$ cat src/rtl/axis_m_pkg.sv
// Shared state encoding and width helpers for the packetising AXI4-Stream master.
// The optional tkeep path is enabled with the AXIS_M_PKT_TKEEP_EN macro in the top.
package axis_m_pkg;

    typedef enum logic {
        IDLE = 1'b0,
        SEND = 1'b1
    } state_t;

    // Occupancy counters need one extra bit to represent a completely full buffer.
    function automatic int level_w(input int depth);
        return $clog2(depth) + 1;
    endfunction

    function automatic int keep_w(input int data_w);
        return data_w / 8;
    endfunction

endpackage

$ cat src/rtl/axis_sync_fifo.sv
// Show-ahead synchronous FIFO with occupancy count and synchronous active-high reset.
// A push into a full FIFO is accepted only when a pop happens in the same cycle.
module axis_sync_fifo #(
    parameter int WIDTH = 32,
    parameter int DEPTH = 16
) (
    input  logic                     clk,
    input  logic                     rst,
    input  logic [WIDTH-1:0]         wr_data,
    input  logic                     wr_en,
    input  logic                     rd_en,
    output logic [WIDTH-1:0]         rd_data,
    output logic                     full,
    output logic                     empty,
    output logic [$clog2(DEPTH):0]   level
);

    localparam int AW    = $clog2(DEPTH);
    localparam int LVL_W = AW + 1;

    logic [WIDTH-1:0] r_mem [DEPTH];
    logic [AW-1:0]    r_wr_ptr;
    logic [AW-1:0]    r_rd_ptr;
    logic [LVL_W-1:0] r_count;
    logic             w_push;
    logic             w_pop;

    assign full    = (r_count == LVL_W'(DEPTH));
    assign empty   = (r_count == '0);
    assign level   = r_count;
    assign rd_data = r_mem[r_rd_ptr];

    assign w_pop  = rd_en && !empty;
    assign w_push = wr_en && (!full || w_pop);

    always_ff @(posedge clk) begin
        if (w_push && !rst) begin
            r_mem[r_wr_ptr] <= wr_data;
        end
    end

    // Pointers are exactly AW bits wide, so they wrap modulo DEPTH on their own.
    always_ff @(posedge clk) begin
        if (rst) begin
            r_wr_ptr <= '0;
            r_rd_ptr <= '0;
            r_count  <= '0;
        end else begin
            if (w_push) begin
                r_wr_ptr <= r_wr_ptr + AW'(1);
            end
            if (w_pop) begin
                r_rd_ptr <= r_rd_ptr + AW'(1);
            end
            case ({w_push, w_pop})
                2'b10:   r_count <= r_count + LVL_W'(1);
                2'b01:   r_count <= r_count - LVL_W'(1);
                default: r_count <= r_count;
            endcase
        end
    end

endmodule

$ cat src/rtl/axis_m_pkt.sv
// AXI4-Stream master that buffers user words and emits them as pkt_len-beat packets.
// Define AXIS_M_PKT_TKEEP_EN to carry a per-byte keep mask alongside the data.
module axis_m_pkt
    import axis_m_pkg::*;
#(
    parameter int DATA_W = 32,
    parameter int DEPTH  = 16,
    parameter int LEN_W  = 8
) (
    input  logic                       aclk,
    input  logic                       areset,
    input  logic [DATA_W-1:0]          wr_data,
`ifdef AXIS_M_PKT_TKEEP_EN
    input  logic [keep_w(DATA_W)-1:0]  wr_keep,
`endif
    input  logic                       wr_en,
    output logic                       full,
    output logic [level_w(DEPTH)-1:0]  level,
    input  logic                       send,
    input  logic [LEN_W-1:0]           pkt_len,
    output logic                       busy,
    input  logic                       tready,
    output logic                       tvalid,
    output logic [DATA_W-1:0]          tdata,
`ifdef AXIS_M_PKT_TKEEP_EN
    output logic [keep_w(DATA_W)-1:0]  tkeep,
`endif
    output logic                       tlast,
    output logic                       finish
);

    localparam int KW = keep_w(DATA_W);
`ifdef AXIS_M_PKT_TKEEP_EN
    localparam int FW = DATA_W + KW;
`else
    localparam int FW = DATA_W;
`endif

    state_t            r_state;
    logic [LEN_W-1:0]  r_remaining;
    logic              r_tvalid;
    logic [DATA_W-1:0] r_tdata;
    logic              r_tlast;
    logic              r_finish;
`ifdef AXIS_M_PKT_TKEEP_EN
    logic [KW-1:0]     r_tkeep;
`endif

    logic [FW-1:0]     w_fifo_wr;
    logic [FW-1:0]     w_head;
    logic              w_empty;
    logic              w_hs;
    logic              w_load;

`ifdef AXIS_M_PKT_TKEEP_EN
    assign w_fifo_wr = {wr_keep, wr_data};
    assign tkeep     = r_tkeep;
`else
    assign w_fifo_wr = wr_data;
`endif

    assign w_hs = r_tvalid && tready;

    // r_remaining counts beats not yet loaded into the output register.
    assign w_load = (r_state == SEND) && (!r_tvalid || w_hs)
                    && (r_remaining != '0) && !w_empty;

    axis_sync_fifo #(
        .WIDTH (FW),
        .DEPTH (DEPTH)
    ) u_fifo (
        .clk     (aclk),
        .rst     (areset),
        .wr_data (w_fifo_wr),
        .wr_en   (wr_en),
        .rd_en   (w_load),
        .rd_data (w_head),
        .full    (full),
        .empty   (w_empty),
        .level   (level)
    );

    always_ff @(posedge aclk) begin
        if (areset) begin
            r_state     <= IDLE;
            r_remaining <= '0;
            r_tvalid    <= 1'b0;
            r_tdata     <= '0;
            r_tlast     <= 1'b0;
            r_finish    <= 1'b0;
`ifdef AXIS_M_PKT_TKEEP_EN
            r_tkeep     <= '0;
`endif
        end else begin
            r_finish <= 1'b0;
            if (r_state == IDLE) begin
                if (send && (pkt_len != '0)) begin
                    r_state     <= SEND;
                    r_remaining <= pkt_len;
                end
            end else if (w_hs && r_tlast) begin
                r_state  <= IDLE;
                r_finish <= 1'b1;
            end

            if (w_load) begin
                r_tvalid    <= 1'b1;
                r_tdata     <= w_head[DATA_W-1:0];
                r_tlast     <= (r_remaining == LEN_W'(1));
                r_remaining <= r_remaining - LEN_W'(1);
`ifdef AXIS_M_PKT_TKEEP_EN
                r_tkeep     <= w_head[DATA_W +: KW];
`endif
            end else if (w_hs) begin
                r_tvalid <= 1'b0;
                r_tdata  <= '0;
                r_tlast  <= 1'b0;
`ifdef AXIS_M_PKT_TKEEP_EN
                r_tkeep  <= '0;
`endif
            end
        end
    end

    assign busy   = (r_state == SEND);
    assign tvalid = r_tvalid;
    assign tdata  = r_tdata;
    assign tlast  = r_tlast;
    assign finish = r_finish;

endmodule

$ cat config.mk
export PLATFORM = sky130hd
export DESIGN_NAME = axis_m_pkt
export DESIGN_NICKNAME = d
export VERILOG_FILES = /design/src/rtl/axis_m_pkg.sv /design/src/rtl/axis_sync_fifo.sv /design/src/rtl/axis_m_pkt.sv
export SDC_FILE = /design/constraint.sdc
export NUM_CORES = 1
export LEC_CHECK = 0
export ABC_AREA = 1
export BUFFER_PORTS_ARGS = -buffer_cell sky130_fd_sc_hd__buf_4
export CAP_MARGIN = 10
export CELL_PAD_IN_SITES_DETAIL_PLACEMENT = 0
export CELL_PAD_IN_SITES_GLOBAL_PLACEMENT = 1
export CORE_MARGIN = 3
export CORE_UTILIZATION = 46
export CTS_CLUSTER_DIAMETER = 80
export DETAILED_ROUTE_END_ITERATION = 10
export GPL_TIMING_DRIVEN = 0
export PLACE_DENSITY_LB_ADDON = 0.1
export SETUP_SLACK_MARGIN = 0.3
export SYNTH_ARGS = -nofsm -noshare
export SYNTH_HDL_FRONTEND = slang
export SYNTH_HIERARCHICAL = 1
export SYNTH_SLANG_ARGS = --single-unit
$ cat constraint.sdc
create_clock -name aclk -period 3.1 [get_ports aclk]
set_input_delay 0.62 -clock aclk [delete_from_list [all_inputs] [get_ports aclk]]
set_output_delay 0.62 -clock aclk [all_outputs]
set_load 0.01 [all_outputs]
* After elaboration in Yosys (flattened, before gate mapping)
Memory sizes are Yosys's and may differ from the RTL's. A register that Yosys moved wholly into a read port is not among the register bits.
Index checks and enable logic that the tools add are counted.
** Cells by class
- Bitwise gates (word level) :: 1
- $add $sub $neg :: 5
- Muxes and demuxes :: 17
- Equal/unequal tests :: 5
- Reductions and logical operators :: 23
** Operators with widths (number)
- 32-bit 2-to-1 mux :: 2
- 8-bit 2-to-1 mux :: 3
- 8-bit nonzero test :: 2
- 5-bit case mux with 2 select lines :: 1
- 1-bit logical AND :: 9
- 1-bit 2-to-1 mux :: 9
- 4-bit by 1-bit adder with 4-bit output, second input constant :: 2
- 8-bit by 1-bit == test with 1-bit output, second input constant :: 1
- 4-bit 2-to-1 mux :: 2
- 8-bit by 1-bit subtractor with 8-bit output, second input constant :: 1
- 2-bit nonzero test :: 3
- 5-bit by 1-bit adder with 5-bit output, second input constant :: 1
- 5-bit == test, second input constant :: 1
- 5-bit zero test :: 1
- 5-bit by 1-bit subtractor with 5-bit output, second input constant :: 1
- 1-bit zero test :: 4
- 2-bit by 1-bit == test with 1-bit output, second input constant :: 1
- 2-bit == test, second input constant :: 1
- 1-bit logical OR :: 2
- 2-bit by 1-bit inequality test with 1-bit output, second input constant :: 1
- 2-bit AND reduction :: 1
- 2-bit OR reduction :: 1
- 1-bit inverter :: 1
** Word-level totals
- Output and inout bits :: 42
- Input bits :: 45
- Register bits after elaboration :: 57
- Memories kept :: 1
- Word-level logic and storage cells :: 61
- RAM bits :: 512
** Memories
- u_fifo.r_mem :: depth 16, width 32, rd ports 1, clocked after memory_dff 1, wr ports 1, line axis_sync_fifo.sv:21 : logic [WIDTH-1:0] r_mem [DEPTH];

* Depth between registers and ports, before layout
- Depth after elaboration :: 11
- Gate-level depth with buffers :: 18
- Depth with buffers taken out :: 17

* By module
The synthesis kept the hierarchy.
** By module, submodules not included
- axis_sync_fifo :: seq. area each 15715.1 um2, area an instance 21824.7 um2, cells each 1747, times used 1
- axis_m_pkt :: seq. area each 880.8 um2, area an instance 1973.1 um2, cells each 279, times used 1

* Worst setup path after synthesis
OpenSTA, ideal clock, no wires.
- Path kind :: input -> register
- Start point :: in tready
- End point :: mem u_fifo.r_mem[11][0], enable pin
- Arrival time :: 2969 ps
- Stages :: 9
- Path slack :: -290 ps
- Cells stage by stage :: inv_1 -> nand2_1 -> nand3_1 -> nor2_4 -> buf_6 -> nor2_1 -> nor2_2 -> nand2_1 -> nor2_1
** On the way
- Cells in the longest elaborated chain, start to end :: 11
** RTL lines
- start, declared :: line axis_m_pkt.sv:22 : input logic tready,
- 1-bit logical AND :: line axis_m_pkt.sv:62 : assign w_hs = r_tvalid && tready;
- 1-bit logical OR :: line axis_m_pkt.sv:65 : assign w_load = (r_state == SEND) && (!r_tvalid || w_hs)
- 1-bit logical AND :: line axis_m_pkt.sv:65
- 1-bit logical AND (2 in a row) :: line axis_m_pkt.sv:66 : && (r_remaining != '0) && !w_empty;
- net w_load :: line axis_m_pkt.sv:53 : logic w_load;
- 1-bit logical AND :: line axis_sync_fifo.sv:33 : assign w_pop = rd_en && !empty;
- 1-bit logical OR :: line axis_sync_fifo.sv:34 : assign w_push = wr_en && (!full || w_pop);
- 1-bit logical AND :: line axis_sync_fifo.sv:34
- 1-bit logical AND :: line axis_sync_fifo.sv:37 : if (w_push && !rst) begin
- 1-bit 2-to-1 mux :: line axis_sync_fifo.sv:37
- 1-bit 2-to-1 mux (not written as such) :: line axis_sync_fifo.sv:38 : r_mem[r_wr_ptr] <= wr_data;
- end, declared :: line axis_sync_fifo.sv:21
The timed path passes the listed nets, and every way through them passes these cells.

==> run_results.csv <==
group,metric,value,unit
status,run_status,"finished clean",
floorplanning,core_region_area,50600,um^2
final_layout,diodes,0,
sta,final_min_period_over_clock_period,89.6,%
drt,vias_per_cell,5.63,
clocking,clk_transition_reported_paths,60,ps
drt,routed_wirelength,73600,um
worst_setup_path,critical_path.startpoint_type,"flip-flop",
clocking,numCtsBuffers,59,
final_layout,finalNonFillerCells,2937,
global_route,antenna_found_initial,0,
placement,place_inst,2802,
global_route,global_route.overflow_total,0,
worst_setup_path,criticalPathCategory,"reg2reg",
final_layout,finish.instance_area,28100,um^2
clocking,clockBufferDepth,3,
clocking,cts_sinks,573,
placement,placedInstanceArea,25800,um^2
hold_path,worst_hold_check_path_type,"in2reg",
hold_path,worst_hold_startpoint,"areset",
drt,detail_route.iter0.violations,1636,
floorplanning,initial_core_util,47.0,%
drt,antenna_left,0,
sta,hold_viol,0,
final_layout,final_common_cell,"sky130_fd_sc_hd__edfxtp_1",
final_layout,area_delta_synth_final,17.9,%
floorplanning,die_y,233,um
synth,synthesis.yosys.warnings,6,
floorplanning,die_area,54500,um^2
worst_setup_path,cp.buffers_inverters,2,
final_layout,finalNetCount,2272,
sta,timing.final.crit_period,2780,ps
sta,timing.max_slew.rel_slack,26.6,%
clocking,cts_hold_buffers,0,
clocking,clock_tree_from_tritoncts,"built",
final_layout,layout_common_cells,"512 x sky130_fd_sc_hd__edfxtp_1, 296 x sky130_fd_sc_hd__inv_1, 277 x sky130_fd_sc_hd__nand2_1",
worst_setup_path,crit_path_cell_trace,"clkbuf_1 > clkbuf_1 > nand3_1 > nand3_1 > nand2_1 > nand2_1 > a21oi_1",
worst_setup_path,cp.arrival,3240,ps
floorplanning,ports_placed_on_the_boundary,87,
clocking,clock_insertion_delay_worst_skew,620,ps
worst_setup_path,required_time_reported_for_the_critical_path_endpoint,3560,ps
placement,io_buffers,86,
synth,synth_nets,2082,
synth,synth.cell_area,23800,um^2
placement,weighted_congestion_reported_at_the_end_of_routability_driven_placement,0.812,
final_layout,fill_cells,4298,
drt,mean_routed_wirelength_per_cell,25.1,um
worst_setup_path,setup.worst_path.end_class,"flip-flop",
power,power.ir.vdd_worst,0.000429,V
sta,timing_max_transition_violations_final,0,
global_route,global_route.usage.total,27.1,%
worst_setup_path,path_delay_family,"buffers and inverters",
sta,worst-slew-pin-transition,1100,ps
final_layout,multi_input_logic_area,5400,um^2
final_layout,layout-drive-gt1-share,14.8,%
final_layout,ff_latch_area,16600,um^2
synth,synth_cell_types,31,
floorplanning,chipWidth,233,um
power,report.power.total,0.0185,W
clocking,htree_levels,2,
worst_setup_path,cell_with_the_largest_stage_delay_on_the_worst_path,"sky130_fd_sc_hd__clkbuf_1",
sta,grt_setup_unrepaired,"no",
sta,fin_skew,14.4,ps
sta,final-setup-viol-count,0,
drt,drcViolationCount,0,
power,pwr_density_cell,660,nW/um^2
synth,ys_ff_latch,573,
power,leakage_dissipation,10.3,nW
sta,highest_clock_rate,360,MHz
global_route,grt_pass1_vias,15800,
synth,synthesis.area_per_instance,11.7,um^2
drt,routed-via-count,16500,
clocking,clock-root-buffer,"sky130_fd_sc_hd__clkbuf_16",
placement,post-dp-hpwl,46600,um
worst_setup_path,cp_slowest_stage_delay,880,ps
floorplanning,rows,82,
synth,synthesis.instances,2026,
job,maxCapViolCount,0,
worst_setup_path,critical_path_peak_fanout,10,
drt,drtPass1Iterations,6,
global_route,pin_count_of_the_biggest_net_entering_global_routing,22,
global_route,grt_pass1_wl,106000,um
synth,synth-seq-area-share,69.7,%
==> layer usage <==
layer  wire length [um]  part of all wire [%]  GRT usage [%]  vias up
met5                  0                     0              0        -
met4               2430                   3.3           9.39        0
met3               6580                   8.9           4.18      130
met2              34400                    47           43.5      779
met1              30300                    41           37.9     8164
li1                   -                     -              -     7475
==> worst reg2reg max path, delay by kind of cell, from the launching register on <==
family                 cells  cell delay, ps
flip-flops                 1             390
AND/OR/NAND/NOR            4             650
buffers and inverters      2            1520
AO/OA/AOI/OAI              1              70
==> worst paths after layout <==
path                                     end  slack, ps  cells after the start
max                   tdata[24]$_SDFFE_PP0P_        320                      7
min          u_fifo/r_wr_ptr[3]$_SDFFE_PP0N_        250                      2
max reg2reg           tdata[24]$_SDFFE_PP0P_        320                      7
min reg2reg           tdata[14]$_SDFFE_PP0P_        460                      2
==> area by class of cell <==
type | instances | area share [%]
flip-flops and latches | 573 | 59.2
inverters | 299 | 4.00
multi-input cells | 1036 | 19.2
clock buffers | 76 | 5.69
well taps | 672 | 3.00
clock inverters | 34 | 0.946
repair buffers | 129 | 5.01
plain buffers | 118 | 2.93
==> flip-flops by register name, summed over array words and instances, names as in the netlist, named ones only <==
name	count
u_fifo/r_mem	512
tdata	32
r_remaining	8
u_fifo/level	5
u_fifo/r_rd_ptr	4
u_fifo/r_wr_ptr	4
busy	1
finish	1
tlast	1
tvalid	1
==> logic make-up (layout without fill, tap and decap cells) <==
family,Yosys count,after routing,share of synthesized area (%)
AO/OA/AOI/OAI,447,447,10.8
adder cells (fa/ha/maj),11,11,0.610
XOR/XNOR,3,3,0.110
flip-flops,573,573,69.7
AND/OR/NAND/NOR,575,575,10.6
buffers and inverters,417,656,8.18
==> cell usage after synthesis, drive strengths merged <==
cell / number / area, um^2
a21oi: 175 / 883
buf: 80 / 676
clkbuf: 38 / 148
dfxtp: 61 / 1220
edfxtp: 512 / 15400
fa: 1 / 20.0
ha: 10 / 125
inv: 299 / 1120
nand2: 286 / 1090
nand3: 227 / 1140
nand3b: 2 / 15.0
nor2: 59 / 268
o211ai: 128 / 961
o21ai: 144 / 724
or2: 1 / 6.26
xnor2: 1 / 8.76
xor2: 2 / 17.5
==> stage by stage <==
stage | hold WS (ps) | setup slack, ps | util (%) | TNS (ps)
after CTS | 215 | 395 | 55.4 | 0
final | 251 | 322 | 55.5 | 0
after detailed placement | 458 | -356 | 51.0 | -58910
after global routing | 240 | 305 | 55.5 | 0
after floorplan | 447 | 191 | - | 0
after global placement | 451 | -1450 | 50.1 | -667320
==> where the power goes <==
part	switching, W	leakage (nW)	internal [W]	total (W)
clock network	0.00294	0.927	0.00395	0.00689
registers	0.0000985	5.11	0.00856	0.00866
logic	0.00198	4.23	0.000982	0.00296
total	0.00502	10.3	0.0135	0.0185
==> repair_timing <==
action,4_1_cts,5_1_grt
gates resized for setup,4,6
setup buffers,25,0
setup endpoints to repair,514,159
pin swaps,17,0
(Power assumes the default switching activity.)
